[src/rtl/prefetch_queue.sv]
// Instruction prefetch queue: one outstanding imem read feeding a DEPTH-entry FIFO of {pc, word}.
// Define PREFETCH_STATS_EN to build the saturating flush_count of discarded instructions.
module prefetch_queue #(
  parameter int          DEPTH    = 4,
  parameter logic [31:0] RESET_PC = 32'h0000_0000
) (
  input  logic        clk,
  input  logic        reset,
  output logic        imem_req,
  output logic [31:0] imem_addr,
  input  logic        imem_ack,
  input  logic [31:0] imem_rdata,
  input  logic        redirect,
  input  logic [31:0] redirect_pc,
  input  logic        inst_ready,
  output logic        inst_valid,
  output logic [31:0] inst_out,
  output logic [31:0] inst_pc,
  output logic [3:0]  occupancy,
  output logic [15:0] flush_count
);

  localparam int         AW      = $clog2(DEPTH);
  localparam logic [3:0] DEPTH_C = 4'(DEPTH);

  typedef enum logic [1:0] {S_IDLE, S_WAIT, S_DROP} state_t;

  state_t        r_state, w_state_next;
  logic [31:0]   r_fetch_pc, w_fetch_pc_next;
  logic [31:0]   r_req_addr, w_req_addr_next;
  logic [AW-1:0] r_wr_ptr, r_rd_ptr;
  logic [3:0]    r_count, w_count_after;
  logic [31:0]   r_mem_pc   [DEPTH];
  logic [31:0]   r_mem_data [DEPTH];
  logic          w_push, w_pop, w_valid;

  assign w_valid       = (r_count != 4'd0);
  assign w_pop         = w_valid & inst_ready & ~redirect;
  assign w_count_after = r_count + 4'd1 - {3'b000, w_pop};

  always_comb begin
    w_state_next    = r_state;
    w_fetch_pc_next = r_fetch_pc;
    w_req_addr_next = r_req_addr;
    w_push          = 1'b0;
    imem_req        = 1'b0;
    imem_addr       = r_req_addr;
    case (r_state)
      S_IDLE: begin
        imem_addr = r_fetch_pc;
        if (redirect) begin
          w_fetch_pc_next = redirect_pc;
        end else if (r_count < DEPTH_C) begin
          imem_req        = 1'b1;
          w_state_next    = S_WAIT;
          w_req_addr_next = r_fetch_pc;
        end
      end
      S_WAIT: begin
        imem_req = 1'b1;
        if (redirect) begin
          w_fetch_pc_next = redirect_pc;
          w_state_next    = imem_ack ? S_IDLE : S_DROP;
        end else if (imem_ack) begin
          w_push          = 1'b1;
          w_fetch_pc_next = r_fetch_pc + 32'd4;
          // Chain the next request straight from WAIT when the FIFO still has room.
          if (w_count_after < DEPTH_C) begin
            w_state_next    = S_WAIT;
            w_req_addr_next = r_fetch_pc + 32'd4;
          end else begin
            w_state_next = S_IDLE;
          end
        end
      end
      S_DROP: begin
        imem_req = 1'b1;
        if (redirect) begin
          w_fetch_pc_next = redirect_pc;
        end
        if (imem_ack) begin
          w_state_next = S_IDLE;
        end
      end
      default: begin
        w_state_next = S_IDLE;
      end
    endcase
    if (reset) begin
      imem_req = 1'b0;
    end
  end

  always_ff @(posedge clk) begin
    if (reset) begin
      r_state    <= S_IDLE;
      r_fetch_pc <= RESET_PC;
      r_req_addr <= RESET_PC;
      r_wr_ptr   <= '0;
      r_rd_ptr   <= '0;
      r_count    <= 4'd0;
    end else begin
      r_state    <= w_state_next;
      r_fetch_pc <= w_fetch_pc_next;
      r_req_addr <= w_req_addr_next;
      if (redirect) begin
        r_wr_ptr <= '0;
        r_rd_ptr <= '0;
        r_count  <= 4'd0;
      end else begin
        if (w_push) begin
          r_wr_ptr <= r_wr_ptr + 1'b1;
        end
        if (w_pop) begin
          r_rd_ptr <= r_rd_ptr + 1'b1;
        end
        r_count <= r_count + {3'b000, w_push} - {3'b000, w_pop};
      end
    end
  end

  always_ff @(posedge clk) begin
    if (w_push) begin
      r_mem_pc[r_wr_ptr]   <= r_fetch_pc;
      r_mem_data[r_wr_ptr] <= imem_rdata;
    end
  end

  assign inst_valid = w_valid;
  assign inst_out   = w_valid ? r_mem_data[r_rd_ptr] : 32'h0;
  assign inst_pc    = w_valid ? r_mem_pc[r_rd_ptr] : 32'h0;
  assign occupancy  = r_count;

`ifdef PREFETCH_STATS_EN
  logic [15:0] r_flush_count;
  logic [16:0] w_flush_sum;

  // An outstanding request at redirect time is always thrown away, now or on its late ack.
  assign w_flush_sum = {1'b0, r_flush_count} + 17'(r_count) + 17'(r_state == S_WAIT);

  always_ff @(posedge clk) begin
    if (reset) begin
      r_flush_count <= 16'h0;
    end else if (redirect) begin
      r_flush_count <= w_flush_sum[16] ? 16'hFFFF : w_flush_sum[15:0];
    end
  end

  assign flush_count = r_flush_count;
`else
  assign flush_count = 16'h0;
`endif

endmodule

[config.mk]
export PLATFORM = sky130hd
export DESIGN_NAME = prefetch_queue
export DESIGN_NICKNAME = d
export VERILOG_FILES = /design/src/rtl/prefetch_queue.sv
export SDC_FILE = /design/constraint.sdc
export NUM_CORES = 1
export LEC_CHECK = 0
export ABC_AREA = 1
export CAP_MARGIN = 10
export CELL_PAD_IN_SITES_DETAIL_PLACEMENT = 0
export CELL_PAD_IN_SITES_GLOBAL_PLACEMENT = 1
export CORE_ASPECT_RATIO = 0.9
export CORE_MARGIN = 2
export CORE_UTILIZATION = 48
export CTS_BUF_LIST = sky130_fd_sc_hd__clkbuf_2 sky130_fd_sc_hd__clkbuf_4 sky130_fd_sc_hd__clkbuf_8
export DETAILED_ROUTE_END_ITERATION = 7
export PLACE_DENSITY = 0.91
export SLEW_MARGIN = 30
export SYNTH_ARGS = -nofsm -noshare
export SYNTH_HDL_FRONTEND = slang
export SYNTH_SLANG_ARGS = --single-unit
[constraint.sdc]
create_clock -name clk -period 8.1 [get_ports clk]
set_clock_uncertainty 0.15 [all_clocks]
set_input_delay 1.215 -clock clk [delete_from_list [all_inputs] [get_ports clk]]
set_output_delay 1.215 -clock clk [all_outputs]
set_load 0.02 [all_outputs]
# Word-level counts from Yosys, hierarchy flattened
# Memory sizes are Yosys's and may differ from the RTL's. A register that Yosys moved wholly into a read port is not among the register bits.
# Cells that the tools add are included.
# classes
addsub	7
mux	34
n_eq_ne	10
magnitude_cmp	2
n_reduce_logical	10
n_bitwise	3
# ops
op	count
$mux 32	11
$pmux 32 s2	2
$add 32x3->32 const B	1
$mux 2	10
$ne 2x2->1 const B	6
$mux 1	9
$lt 4x3->1 const B	2
$sub 4x1->4	2
$pmux 2 s3	1
$reduce_and 6->1	1
$reduce_or 2->1	3
$add 2x1->2 const B	2
$add 4x1->4	1
$add 4x1->4 const B	1
$reduce_and 4->1	1
$reduce_bool 2->1	2
$reduce_bool 4->1	1
$ne 3x3->1 const B	1
$reduce_and 3->1	1
$and 1x1->1	2
$eq 2x1->1 const B	1
$eq 2x2->1 const B	1
$logic_not 2->1	1
$ne 2x1->1 const B	1
2 further kinds	2
# totals
memories	2
mem_bits_rw	256
in_bits	69
reg_bits	74
# mem_list
name	depth	width	read_ports	rd_clocked_by_memory_dff	wr	line	text
r_mem_data	4	32	1	1	1	34	logic [31:0] r_mem_data [DEPTH];
r_mem_pc	4	32	1	1	1	33	logic [31:0] r_mem_pc [DEPTH];

# Logic depth before layout (Yosys ltp)
# Gate-level depths: netlist (run 1).
# depth
depth_word	9
depth_mapped	16
depth_no_buf	15

# Worst setup path before layout (run 1)
# Ideal clock, no wire load.
# synth_timing
kind	input-to-reg
startpoint	in redirect
endpoint	mem r_mem_data[0][0] (enable)
path_stages	3
arrival_time_ps	4120
setup_slack_ps	3343
setup_ps	486
n_path_buf	0
path_cell_list	inv_2 -> nand3_4 -> nor2_1
# synth_via
elab_chain_len	4
# synth_rtl
item	line	text
start: declaration	13	input logic redirect,
$mux 1	61	if (redirect) begin
$mux 1	48	case (r_state)
$mux 1	123	if (w_push) begin
$mux 1 (implied by the code)	125	r_mem_data[r_wr_ptr] <= imem_rdata;
end: declaration	34	
# Every way passes these cells.

==> results of run 1 <==
-- cell usage in the layout (no fill, tap or decap), types with 14 or more instances in the layout --
| cell | n |
|---|---|
| conb_1 | 16 |
| inv_1 | 79 |
| clkdlybuf4s50_1 | 170 |
| clkbuf_8 | 55 |
| o21ai_0 | 199 |
| nand3_1 | 37 |
| a21oi_1 | 155 |
| edfxtp_1 | 256 |
| ha_1 | 15 |
| nand2_1 | 237 |
| clkinv_1 | 14 |
| nor2_1 | 353 |
| dfxtp_1 | 74 |
-- layout make-up --
| cell class | instances | area [µm²] |
|---|---|---|
| fillers | 2536 | 12400 |
| flip-flops and latches | 332 | 9210 |
| multi-input cells | 1066 | 4870 |
| repair buffers | 185 | 1850 |
| clock buffers | 66 | 840 |
| well taps | 403 | 504 |
| inverters | 87 | 328 |
| clock inverters | 24 | 139 |
-- layer usage --
layer	global-route usage	vias to the layer above	routed length [µm]
li1	-	5564	-
met1	0.314	5290	16500
met2	0.359	400	16400
met3	0.0367	36	2800
met4	0.0679	0	489
met5	0	-	0
-- cells by family (layout without fill, tap and decap cells) --
logic type,count (synthesis),after routing,synth area share
AO/OA/AOI/OAI,370,370,0.127
XOR/XNOR,14,14,0.00828
AND/OR/NAND/NOR,649,649,0.172
buffers and inverters,189,362,0.0557
flip-flops,332,332,0.622
other,1,16,0.000253
adder cells (fa/ha/maj),17,17,0.0149
-- how the worst max path moves through the flow --
stage / end / slack (ns) / cells past startpoint
after floorplan: r_mem_data[0][0]$_DFFE_PP_ / 3.34 / 3
after CTS: inst_pc[13] / 3.25 / 5
after detailed placement: r_req_addr[0]$_SDFFE_PP0P_ / 3.64 / 13
after global placement: imem_req / 3.76 / 5
after global routing: inst_pc[3] / 3.06 / 5
final: inst_pc[13] / 3.35 / 5
-- critical path: stages (launching register included) --
cell             delay [ns]
dfxtp_4                0.44
inv_2                  0.44
buf_4                  0.74
o21ai_0                0.21
a21oi_1                0.30
clkdlybuf4s50_1        0.67
-- registers in the layout (all words and copies together) (netlist names), named ones only --
register,cells
r_req_addr,32
r_rd_ptr,2
r_wr_ptr,2
r_mem_pc,128
r_fetch_pc,32
r_state,2
r_mem_data,128
occupancy,4
-- per-stage QoR --
step	total power, mW	cells
after CTS	4.76	2161
final	4.74	2163
after global placement	3.40	2071
after detailed placement	3.42	2071
after global routing	5.00	2163
after floorplan	2.96	1587
-- report_power, final --
| group | internal, mW | switching [mW] |
|---|---|---|
| combinational | 0.432 | 0.770 |
| sequential | 2.03 | 0.174 |
| clock | 0.708 | 0.625 |
| total | 3.17 | 1.57 |
==> reports/qor.yml, run 1 <==
r2r_cells: 15
totalWireLength_mm: 36.2
grt_pass1_wl_mm: 57.0
fin_crit_sh: 0.586
netlist_area_um2: 14800
cts_tree: "done"
antenna_found_initial: 0
r2r_end: "r_req_addr[6]$_SDFFE_PP0P_"
maxSlewViolCount: 0
min_path_type: "reg2reg"
ctsResizeCount: 0
postLayoutCellArea_um2: 17700
cp_data_arrival_time_ns: 3.38
synth_cell_types: 34
wl_per_cell_um: 16.7
whs_ns: 0.327
dpl_cell_area_um2: 16700
synth_top_cell_by_area: "edfxtp_1"
finalWorstSetupSlack_ns: 3.35
num_io_pins: 187
die_h_um: 171
tns_ns: 0
drt_iter0_drc: 937
synth_top_area_share: 0.519
via_per_inst: 5.22
rows: 60
whs_path_depth: 2
leakagePower_nw: 6.34
cts_max_level: 2
crit_type: "reg2out"
worst_pin_slew_ns: 0.947
drc: 0
min-delay-start: "r_rd_ptr[1]$_SDFFE_PP0P_"
dr_total_vias: 11300
setup_violations: 0
drive_gt1_frac: 0.0693
syn_inst: 1572
die_w_um: 189
synth_edf_count: 256
place_ws_ns: 3.64
num_antenna_cells: 0
crit_fanout: 92
grtUsageTotal: 0.223
dr.pass1.iters: 5
post_cts_buffers: 0
start_util: 0.492
fin_crit_ns: 4.75
synth_most_common_cell: "nor2_1"
cts-root-buf: "clkbuf_8"
numPortBuffers: 170
post-dp-hpwl_mm: 21.2
cts_sinks: 332
synthToLayoutAreaGrowth_pct: 19.9
rsz0062_at_grt: "false"
p_per_area_nw_per_um2: 267
r2r_start: "occupancy[2]$_SDFF_PP0_"
yosys-top-cells-area: "edfxtp_1 (52%), dfxtp_1 (10%), nor2_1 (9.0%)"
startpoint_type: "flop"
ir_worst_vdd_mv: 0.331
synth-seq-area-share: 0.622
outcome: "complete, no violations"
ant_nets: 0
grt_pass1_vias: 10900
r2r_slack_ns: 4.74
worstHoldEndpoint: "r_rd_ptr[1]$_SDFFE_PP0P_"
synth-seq-cells: 332
final_nets: 1811
utilization: 0.590
core_um2: 30100
cts_max_path_buffers: 3
grt_max_degree: 105
ctsHoldBuffers: 0
maxSlewHeadroom: 0.367
overflow: 0
hold_violations: 0
yosys-top-cells-count: "nor2_1 (357), edfxtp_1 (256), nand2_1 (237), o21ai_0 (199), a21oi_1 (155)"
die_area_um2: 32300
ys_async_sr_fraction: 0
endpoint_kind: "output pin"
cts_buffers: 53
clk_pin_slew_ns: 0.06
drv_cap: 0
worstSkewPairLatency_ns: 0.57
fmax_mhz: 211
required_ns: 6.73
synth_area_per_cell_um2: 9.42
ys.flop_type: "edfxtp_1"
place.gp.congestion: 0.819
yosys_warnings: 0
Power figures use the tool's default switching activity.
==> run 2, diff against run 1 <==
Settings changed: CORE_UTILIZATION 48 to 44, PLACE_DENSITY 0.91 to 0.85.
Clock period 8.1 ns to 4.9 ns, I/O delays scaled along.
==> run 2 against run 1 <==
  * Via count is 0.58% lower
  * Total power up 73%
  * Die area up 8.9%
  * Utilization is 4.5 points lower
  * Final area rose by 1.3%
  * Critical path depth is 1 higher
  * Register-to-register slack got worse by 3.1 ns
  * Largest cell class unchanged
==> reports/qor.yml, run 2 (synthesis results as in run 1) <==
power.total_mw: 8.19
overflow: 0
outcome: "complete, no violations"
synthToLayoutAreaGrowth_pct: 21.4
maxSlewViolCount: 0
core_um2: 33000
die_area_um2: 35100
numPortBuffers: 170
cts_sinks: 332
ctsResizeCount: 0
num_io_pins: 187
grt_pass1_vias: 10700
grt_max_degree: 71
utilization: 0.544
wl_per_cell_um: 17.0
final_nets: 1814
r2r_cells: 16
fin_crit_sh: 0.780
finalWorstSetupSlack_ns: 1.08
grtUsageTotal: 0.212
maxSlewHeadroom: 0.388
grt_pass1_wl_mm: 57.9
required_ns: 4.01
ctsHoldBuffers: 0
crit_end: "inst_pc[9]"
cp_data_arrival_time_ns: 2.94
crit_fanout: 66
totalWireLength_mm: 37.3
worst_pin_slew_ns: 0.918
ant_nets: 0
crit_type: "reg2out"
via_per_inst: 5.12
r2r_start: "occupancy[2]$_SDFF_PP0_"
worstSkewPairLatency_ns: 0.58
startpoint: "occupancy[2]$_SDFF_PP0_"
final_common_cell: "nor2_1"
drv_cap: 0
tns_ns: 0
top_regs: "r_mem_data (128), r_mem_pc (128)"
rows: 63
antenna_found_initial: 0
leakagePower_nw: 6.45
r2r_end: "r_req_addr[6]$_SDFFE_PP0P_"
drc: 0
drive_gt1_frac: 0.0746
whs_ns: 0.313
die_h_um: 178
rsz0062_at_grt: "false"
cts_max_path_buffers: 3
r2r_slack_ns: 1.65
die_w_um: 197
cts-root-buf: "clkbuf_8"
cts_tree: "done"
place.gp.congestion: 0.794
place_ws_ns: 1.09
dr.pass1.iters: 5
cts_buffers: 54
ir_worst_vdd_mv: 0.350
setup_violations: 0
p_per_area_nw_per_um2: 455
start_util: 0.448
num_antenna_cells: 0
fin_crit_ns: 3.82
min_path_type: "reg2reg"
layout_common_cells: "nor2_1 (353), edfxtp_1 (256), nand2_1 (237)"
post-dp-hpwl_mm: 22.6
endpoint_kind: "output pin"
post_cts_buffers: 0
startpoint_type: "flop"
drt_iter0_drc: 1031
fmax_mhz: 262
cts_max_level: 2
dr_total_vias: 11200
hold_violations: 0
clk_pin_slew_ns: 0.06
## run 2: cell count changes in the layout (fill, tap and decap cells not counted), sizes merged
cell      before  now
bufinv         1    5
buf           15   17
clkinv        21   22
clkbuf        66   70
clkinvlp       2    1
## run 2: worst max-delay path, stage by stage, from the launching register on
cell and delay (ns):
dfxtp_1 0.33, inv_1 0.11, ha_1 0.15, nor3b_2 0.19
buf_4 0.72, a21oi_1 0.22, clkdlybuf4s50_1 0.61
## run 2: worst min path at each step
stage | startpoint | endpoint | slack (ns) | depth (start not counted)
floorplan | r_rd_ptr[1]$_SDFFE_PP0P_ | flop | 0.29 | 2
global placement | r_rd_ptr[1]$_SDFFE_PP0P_ | flop | 0.30 | 2
detailed placement | r_rd_ptr[1]$_SDFFE_PP0P_ | flop | 0.30 | 2
CTS | r_rd_ptr[1]$_SDFFE_PP0P_ | flop | 0.31 | 2
global route | r_req_addr[6]$_SDFFE_PP0P_ | r_req_addr[6]$_SDFFE_PP0P_ | 0.37 | 2
finish | r_rd_ptr[1]$_SDFFE_PP0P_ | flop | 0.31 | 2
## run 2: layout make-up
type | count | area (µm²)
clock inverters | 28 | 277
multi-input cells | 1066 | 4870
repair buffers | 187 | 1870
fillers | 2906 | 15000
flip-flops and latches | 332 | 9210
inverters | 87 | 328
clock buffers | 70 | 895
well taps | 422 | 528
## run 2: power breakdown
| part | switching [mW] | total (mW) | internal [mW] |
|---|---|---|---|
| Clock | 1.09 | 2.55 | 1.46 |
| Sequential | 0.294 | 3.65 | 3.35 |
| Combinational | 1.28 | 1.99 | 0.707 |
| Total | 2.66 | 8.19 | 5.52 |
## run 2: stage by stage
stage               cell area [µm²]  instances
CTS                           18000       2192
detailed placement            16800       2094
global route                  18000       2192
finish                        18000       2192
global placement              16800       2094
floorplan                     14900       1587
## run 2: metal layers
| metal | vias to the layer above | GRT usage | part of all wire |
|---|---|---|---|
| met3 | 52 | 0.0359 | 0.063 |
| met2 | 342 | 0.328 | 0.45 |
| met4 | 0 | 0.0608 | 0.020 |
| met1 | 5249 | 0.308 | 0.47 |
| li1 | 5582 | - | - |
| met5 | - | 0 | 0 |
